File: src/rtl/pipe_pkg.sv
// Shared pipeline-stage definitions: handshake FSM states and default field widths
// for the EX/MEM and MEM/WB stage registers.
package pipe_pkg;

  typedef enum logic [1:0] {
    ST_EMPTY = 2'd0,
    ST_ONE   = 2'd1,
    ST_FULL2 = 2'd2
  } state_e;

  // EX/MEM: {reg_write, mem_read, mem_write, mem_to_reg}
  localparam int unsigned EXMEM_CTRL_W = 4;
  // EX/MEM: {alu_result, rs2_data, pc_plus4, imm} (32 each) + {rd, rs2} (5 each)
  localparam int unsigned EXMEM_DATA_W = 138;
  // MEM/WB: {reg_write, mem_to_reg}
  localparam int unsigned MEMWB_CTRL_W = 2;
  // MEM/WB: {alu_result, read_data, pc_plus4} (32 each) + rd (5)
  localparam int unsigned MEMWB_DATA_W = 101;

endpackage

File: src/rtl/pipe_stage_skid.sv
// Generic valid/ready pipeline-stage register with flush, bubble-zeroed control field
// and an optional two-entry skid buffer that keeps in_ready off the combinational path.
module pipe_stage_skid
  import pipe_pkg::*;
#(
  parameter int unsigned CTRL_W     = EXMEM_CTRL_W,
  parameter int unsigned DATA_W     = EXMEM_DATA_W,
  parameter bit          SKID       = 1'b1,
  parameter bit          CLEAR_DATA = 1'b1
) (
  input  logic              clk,
  input  logic              reset,
  input  logic              flush,
  input  logic              in_valid,
  output logic              in_ready,
  input  logic [CTRL_W-1:0] in_ctrl,
  input  logic [DATA_W-1:0] in_data,
  output logic              out_valid,
  input  logic              out_ready,
  output logic [CTRL_W-1:0] out_ctrl,
  output logic [DATA_W-1:0] out_data
);

  logic              accept;
  logic              consume;
  logic [CTRL_W-1:0] main_ctrl;
  logic [DATA_W-1:0] main_data;

  assign accept   = in_valid & in_ready;
  assign consume  = out_valid & out_ready;
  assign out_ctrl = main_ctrl & {CTRL_W{out_valid}};
  assign out_data = main_data;

  if (SKID) begin : g_skid
    state_e            state_q, state_d;
    logic              in_ready_q, in_ready_d;
    logic [CTRL_W-1:0] main_ctrl_q, main_ctrl_d, skid_ctrl_q, skid_ctrl_d;
    logic [DATA_W-1:0] main_data_q, main_data_d, skid_data_q, skid_data_d;

    always_comb begin
      state_d     = state_q;
      main_ctrl_d = main_ctrl_q;
      main_data_d = main_data_q;
      skid_ctrl_d = skid_ctrl_q;
      skid_data_d = skid_data_q;
      if (flush) begin
        state_d     = ST_EMPTY;
        main_ctrl_d = '0;
        skid_ctrl_d = '0;
        if (CLEAR_DATA) begin
          main_data_d = '0;
          skid_data_d = '0;
        end
      end else begin
        unique case (state_q)
          ST_EMPTY: begin
            if (accept) begin
              state_d     = ST_ONE;
              main_ctrl_d = in_ctrl;
              main_data_d = in_data;
            end
          end
          ST_ONE: begin
            if (accept && consume) begin
              main_ctrl_d = in_ctrl;
              main_data_d = in_data;
            end else if (consume) begin
              state_d     = ST_EMPTY;
              main_ctrl_d = '0;
              if (CLEAR_DATA) main_data_d = '0;
            end else if (accept) begin
              state_d     = ST_FULL2;
              skid_ctrl_d = in_ctrl;
              skid_data_d = in_data;
            end
          end
          ST_FULL2: begin
            if (consume) begin
              state_d     = ST_ONE;
              main_ctrl_d = skid_ctrl_q;
              main_data_d = skid_data_q;
              skid_ctrl_d = '0;
              if (CLEAR_DATA) skid_data_d = '0;
            end
          end
          default: state_d = ST_EMPTY;
        endcase
      end
      // Ready is decided from the next state so it can be registered.
      in_ready_d = (state_d != ST_FULL2);
    end

    always_ff @(posedge clk or posedge reset) begin
      if (reset) begin
        state_q     <= ST_EMPTY;
        in_ready_q  <= 1'b1;
        main_ctrl_q <= '0;
        main_data_q <= '0;
        skid_ctrl_q <= '0;
        skid_data_q <= '0;
      end else begin
        state_q     <= state_d;
        in_ready_q  <= in_ready_d;
        main_ctrl_q <= main_ctrl_d;
        main_data_q <= main_data_d;
        skid_ctrl_q <= skid_ctrl_d;
        skid_data_q <= skid_data_d;
      end
    end

    assign in_ready  = in_ready_q;
    assign out_valid = (state_q != ST_EMPTY);
    assign main_ctrl = main_ctrl_q;
    assign main_data = main_data_q;

  end else begin : g_single
    state_e            state_q, state_d;
    logic [CTRL_W-1:0] main_ctrl_q, main_ctrl_d;
    logic [DATA_W-1:0] main_data_q, main_data_d;

    always_comb begin
      state_d     = state_q;
      main_ctrl_d = main_ctrl_q;
      main_data_d = main_data_q;
      if (flush) begin
        state_d     = ST_EMPTY;
        main_ctrl_d = '0;
        if (CLEAR_DATA) main_data_d = '0;
      end else if (accept) begin
        state_d     = ST_ONE;
        main_ctrl_d = in_ctrl;
        main_data_d = in_data;
      end else if (consume) begin
        state_d     = ST_EMPTY;
        main_ctrl_d = '0;
        if (CLEAR_DATA) main_data_d = '0;
      end
    end

    always_ff @(posedge clk or posedge reset) begin
      if (reset) begin
        state_q     <= ST_EMPTY;
        main_ctrl_q <= '0;
        main_data_q <= '0;
      end else begin
        state_q     <= state_d;
        main_ctrl_q <= main_ctrl_d;
        main_data_q <= main_data_d;
      end
    end

    assign out_valid = (state_q == ST_ONE);
    assign in_ready  = out_ready | ~out_valid;
    assign main_ctrl = main_ctrl_q;
    assign main_data = main_data_q;
  end

endmodule

File: config.mk
export PLATFORM = sky130hd
export DESIGN_NAME = pipe_stage_skid
export DESIGN_NICKNAME = d
export VERILOG_FILES = /design/src/rtl/pipe_pkg.sv /design/src/rtl/pipe_stage_skid.sv
export SDC_FILE = /design/constraint.sdc
export NUM_CORES = 1
export LEC_CHECK = 0
export BUFFER_PORTS_ARGS = -buffer_cell sky130_fd_sc_hd__buf_2
export CAP_MARGIN = 5
export CORE_MARGIN = 5
export CORE_UTILIZATION = 54
export CTS_CLUSTER_SIZE = 14
export DETAILED_ROUTE_END_ITERATION = 6
export HOLD_SLACK_MARGIN = 0.05
export PLACE_DENSITY = 0.8
export SYNTH_ARGS = -nofsm -noshare
export SYNTH_HDL_FRONTEND = slang
export SYNTH_SLANG_ARGS = --single-unit
export TNS_END_PERCENT = 5
File: constraint.sdc
create_clock -name clk -period 12.7 [get_ports clk]
set_input_delay 1.27 -clock clk [delete_from_list [all_inputs] [get_ports clk]]
set_output_delay 1.27 -clock clk [all_outputs]
set_load 0.02 [all_outputs]
==> report_table.html <==
<table>
<tr><th>Metric</th><th>Value</th></tr>
<tr><th colspan="2">Clocking</th></tr>
<tr><td>Sinks on the clock net</td><td>287</td></tr>
<tr><td>Post-CTS clock slew at the launch and capture registers of the worst setup and hold paths</td><td>70 ps</td></tr>
<tr><td>CTS root buf</td><td>clkbuf_16</td></tr>
<tr><td>H-tree depth</td><td>1</td></tr>
<tr><td>Clock buffer count from CTS</td><td>30</td></tr>
<tr><td>Number of buffers inserted for hold repair after clock tree synthesis</td><td>0</td></tr>
<tr><td># Post-CTS Setup Buffers</td><td>0</td></tr>
<tr><td>CTS tree</td><td>yes</td></tr>
<tr><td>Clock insertion delay at the later pin of the skew report</td><td>540 ps</td></tr>
<tr><td>Number of cells upsized or downsized after cts</td><td>0</td></tr>
<tr><td>Largest buffer count on any clock path</td><td>3</td></tr>
<tr><th colspan="2">Floorplan</th></tr>
<tr><td>Number of placed I/O pins</td><td>291</td></tr>
<tr><td>Die Area</td><td>0.0260 mm²</td></tr>
<tr><td>Cell Rows</td><td>55</td></tr>
<tr><td>Die W</td><td>161 µm</td></tr>
<tr><td>Core Area</td><td>0.0226 mm²</td></tr>
<tr><td>Height of the die</td><td>161 µm</td></tr>
<tr><td>Initial core utilization</td><td>54.6%</td></tr>
<tr><th colspan="2">Global routing</th></tr>
<tr><td>Maximum number of pins on one net before global-route repair</td><td>170</td></tr>
<tr><td>Wire length of the first global-routing pass</td><td>55500 µm</td></tr>
<tr><td>Antenna violations before repair</td><td>5</td></tr>
<tr><td>Total congestion overflow after global routing</td><td>0</td></tr>
<tr><td>Total track usage</td><td>25.5%</td></tr>
<tr><td>Vias in the first global route</td><td>10700</td></tr>
<tr><th colspan="2">Timing</th></tr>
<tr><td>FMAX</td><td>252 MHz</td></tr>
<tr><td>Final Max Slew Viols</td><td>0</td></tr>
<tr><td>Endpoints failing setup</td><td>0</td></tr>
<tr><td>Ratio of final minimum period to clock period</td><td>31.3%</td></tr>
<tr><td>Worst-case clock skew</td><td>9.56 ps</td></tr>
<tr><td>Max-Slew Margin vs Limit</td><td>25.4%</td></tr>
<tr><td>Minimum clock period after layout</td><td>3970 ps</td></tr>
<tr><td>Number of hold violations in the final report</td><td>0</td></tr>
<tr><td>Slack of the critical path</td><td>8730 ps</td></tr>
<tr><td>Final total negative setup slack</td><td>0 ps</td></tr>
<tr><td>Worst-Margin Slew</td><td>1120 ps</td></tr>
<tr><td>Unrepaired setup endpoints after global routing</td><td>no</td></tr>
<tr><th colspan="2">Layout</th></tr>
<tr><td>Nets@finish</td><td>1666</td></tr>
<tr><td>Synth-to-layout area growth</td><td>20.0%</td></tr>
<tr><td>Fraction of layout cells with a size suffix above 1</td><td>23.6%</td></tr>
<tr><th colspan="2">Setup path</th></tr>
<tr><td>Kind of capture point of the worst setup path</td><td>register</td></tr>
<tr><td>Worst-case reg-to-reg path depth</td><td>8</td></tr>
<tr><td>Critical register-to-register path endpoint</td><td>out_data[114]$_DFFE_PP0P_</td></tr>
<tr><td>Worst Path Arrival</td><td>4420 ps</td></tr>
<tr><td>Maximum fanout along the worst path</td><td>60</td></tr>
<tr><td>Worst reg-to-reg setup slack</td><td>8730 ps</td></tr>
<tr><td>Startpoint of the lowest-slack register-to-register path</td><td>g_skid.state_q[0]$_DFF_PP0_</td></tr>
<tr><td>Setup crit start kind</td><td>register</td></tr>
<tr><td>Required time worst endpoint</td><td>13150 ps</td></tr>
<tr><td>Critical path class</td><td>register to register</td></tr>
<tr><th colspan="2">Pwr</th></tr>
<tr><td>Static Leak</td><td>7.16 nW</td></tr>
<tr><td>Combinational power share</td><td>26.9%</td></tr>
<tr><td>Sequential cell fraction of total power</td><td>40.6%</td></tr>
<tr><td>Peak supply drop</td><td>115 µV</td></tr>
<tr><td>Part of the total power dissipated in the clock network</td><td>32.5%</td></tr>
<tr><td>Switching pwr</td><td>0.982 mW</td></tr>
<tr><td>Internal Dissipation</td><td>1.90 mW</td></tr>
<tr><td>Sw Ratio</td><td>34.1%</td></tr>
<tr><td>Power per cell area</td><td>195 mW/mm²</td></tr>
<tr><th colspan="2">Yosys</th></tr>
<tr><td>Top cells by area in the synthesized netlist</td><td>dfrtp_1 58%, a221oi_1 10%, nand2_1 8.7%</td></tr>
<tr><td>Post-synth cell types</td><td>32</td></tr>
<tr><td>Post-synth design cell area</td><td>0.0123 mm²</td></tr>
<tr><td>Async set-reset flop share out of synthesis</td><td>100%</td></tr>
<tr><td>Cell taking the most area after synthesis</td><td>dfrtp_1</td></tr>
<tr><td>Gate Count Post-Synth</td><td>1304</td></tr>
<tr><td>Warnings, synthesis</td><td>0</td></tr>
<tr><td>Predominant post-synthesis flop cell</td><td>dfrtp_1</td></tr>
<tr><td>Seq/Total Area, Yosys</td><td>58.3%</td></tr>
<tr><td>EDFF count, synth</td><td>0</td></tr>
<tr><td>Number of nets produced by synthesis</td><td>1455</td></tr>
<tr><td>Fraction of post-synthesis cell area in the top cell type by area</td><td>58.0%</td></tr>
<tr><td>Average instance area after synthesis</td><td>9.46 µm²</td></tr>
<tr><td>Number of flip-flops and latches in the synthesized netlist</td><td>287</td></tr>
<tr><th colspan="2">Drt</th></tr>
<tr><td>Number of nets still failing antenna checks after routing</td><td>0</td></tr>
<tr><td>Routed via count divided by cell count</td><td>5.95</td></tr>
<tr><td>Total wire length after detailed routing</td><td>33800 µm</td></tr>
<tr><td>Initial detailed-routing violation count</td><td>1002</td></tr>
<tr><td>Initial DRT Pass Iterations</td><td>5</td></tr>
<tr><td>Drt wl/cell</td><td>18.5 µm</td></tr>
<tr><td>Drc violations</td><td>0</td></tr>
<tr><td>Via count</td><td>10900</td></tr>
<tr><th colspan="2">Hold path</th></tr>
<tr><td>Hold Path Stages</td><td>2</td></tr>
<tr><td>Hold worst-path end</td><td>g_skid.skid_data_q[7]$_DFFE_PP0P_</td></tr>
<tr><td>Worst min-delay path class</td><td>register to register</td></tr>
<tr><td>Hold wc startpoint</td><td>g_skid.skid_data_q[7]$_DFFE_PP0P_</td></tr>
<tr><th colspan="2">Outcome</th></tr>
<tr><td>Run status</td><td>finished clean</td></tr>
<tr><th colspan="2">Placed design</th></tr>
<tr><td>Final HPWL from detailed placement</td><td>20200 µm</td></tr>
<tr><td>Routability-driven placement congestion ratio</td><td>0.828</td></tr>
<tr><td>Worst setup slack before clock tree synthesis</td><td>8470 ps</td></tr>
<tr><td>Port Buf Inserts</td><td>290</td></tr>
<tr><th colspan="2">Flow run</th></tr>
<tr><td>Total of max-cap violations</td><td>0</td></tr>
</table>
## per-stage QoR
| step | cell area, µm² | power [mW] | hold slack [ps] | utilization, % | instances |
|---|---|---|---|---|---|
| after global routing | 14800 | 3.04 | 501 | 65.6 | 1827 |
| after CTS | 14800 | 2.89 | 483 | 65.5 | 1823 |
| after detailed placement | 13700 | 1.96 | 470 | 60.7 | 1768 |
| after floorplan | 12300 | 1.70 | 449 | - | 1304 |
| final | 14800 | 2.88 | 480 | 65.6 | 1827 |
| after global placement | 13700 | 1.93 | 462 | 60.7 | 1768 |
## power groups by stage
stage               clock, mW  sequential (mW)  combinational, mW
CTS                     0.948             1.17              0.779
global placement            0             1.18              0.757
detailed placement          0             1.18              0.776
floorplan                   0             1.29              0.413
global route            0.994             1.19              0.855
finish                  0.937             1.17              0.774
## state kept, by name, indices dropped and copies added, names as in the netlist
| register | flops |
|---|---|
| in_ready | 1 |
| g_skid.main_ctrl_q | 4 |
| out_data | 138 |
| g_skid.skid_data_q | 138 |
| g_skid.state_q | 2 |
| g_skid.skid_ctrl_q | 4 |
## metal layers
| layer | track usage [%] | routed length [µm] | vias up |
|---|---|---|---|
| li1 | - | - | 5003 |
| met1 | 35.7 | 14100 | 5277 |
| met4 | 7.64 | 927 | 2 |
| met3 | 5.33 | 2970 | 64 |
| met5 | 0 | 13 | - |
| met2 | 40.6 | 15800 | 521 |
## logic make-up after synthesis
family / count (synthesis) / share of synthesized area, %
adders and majority gates: 5 / 0.487
buffers and inverters: 131 / 4.97
muxes: 2 / 0.173
DFF: 287 / 58.3
AOI/OAI and AO/OA: 294 / 16.6
and+or+nand+nor: 585 / 19.5
## area by class of cell
| class | instances | area [µm²] |
|---|---|---|
| antenna | 4 | 10.0 |
| fill | 1833 | 7770 |
| sequential | 287 | 7180 |
| clock buffer | 44 | 915 |
| timing repair buffer | 304 | 1570 |
| clock inverter | 11 | 161 |
| inverter | 6 | 30.0 |
| tap | 285 | 357 |
| multi-input combinational | 886 | 4570 |
## worst max-delay path, cell delays in order, from the launching register on
cell and delay (ps):
dfrtp_1 420, inv_1 110, ha_1 380, nand2b_1 360
o21ai_4 790, buf_4 640, buf_4 690, a221oi_1 170
nor3_1 250
## layout by cell type, fill, tap and decap left out, types with 2 or more instances in the layout
cell,instances
buf_2,289
o21ai_1,59
nand3_1,3
a221oi_1,141
ha_1,4
buf_4,14
clkbuf_8,9
o21ai_0,83
diode_2,4
nor2_1,143
a311oi_1,2
clkbuf_1,4
bufinv_16,4
dfrtp_1,286
clkbuf_16,31
nor2b_1,6
inv_1,5
clkinv_2,5
nor3_1,142
a31oi_1,2
nand2_1,286
## synthesized netlist by cell type, drive strengths merged (2+ instances only)
cell type    n
dfrtp      286
a311oi       3
buf         48
nand3        3
clkbuf      77
nand2      286
nor2       144
nor3       142
o21ai      143
a31oi        2
ha           4
a221oi     141
inv          6
nor2b        6
## worst max path at each step
| stage | to | from |
|---|---|---|
| after floorplan | g_skid.main_ctrl_q[0]$_DFFE_PP0P_ | reset |
| after global placement | out_data[128]$_DFFE_PP0P_ | out_ready |
| after detailed placement | out_data[100]$_DFFE_PP0P_ | out_ready |
| after CTS | out_data[114]$_DFFE_PP0P_ | g_skid.state_q[0]$_DFF_PP0_ |
| after global routing | out_data[102]$_DFFE_PP0P_ | g_skid.state_q[0]$_DFF_PP0_ |
| final | out_data[114]$_DFFE_PP0P_ | g_skid.state_q[0]$_DFF_PP0_ |
(Power assumes the default switching activity.)
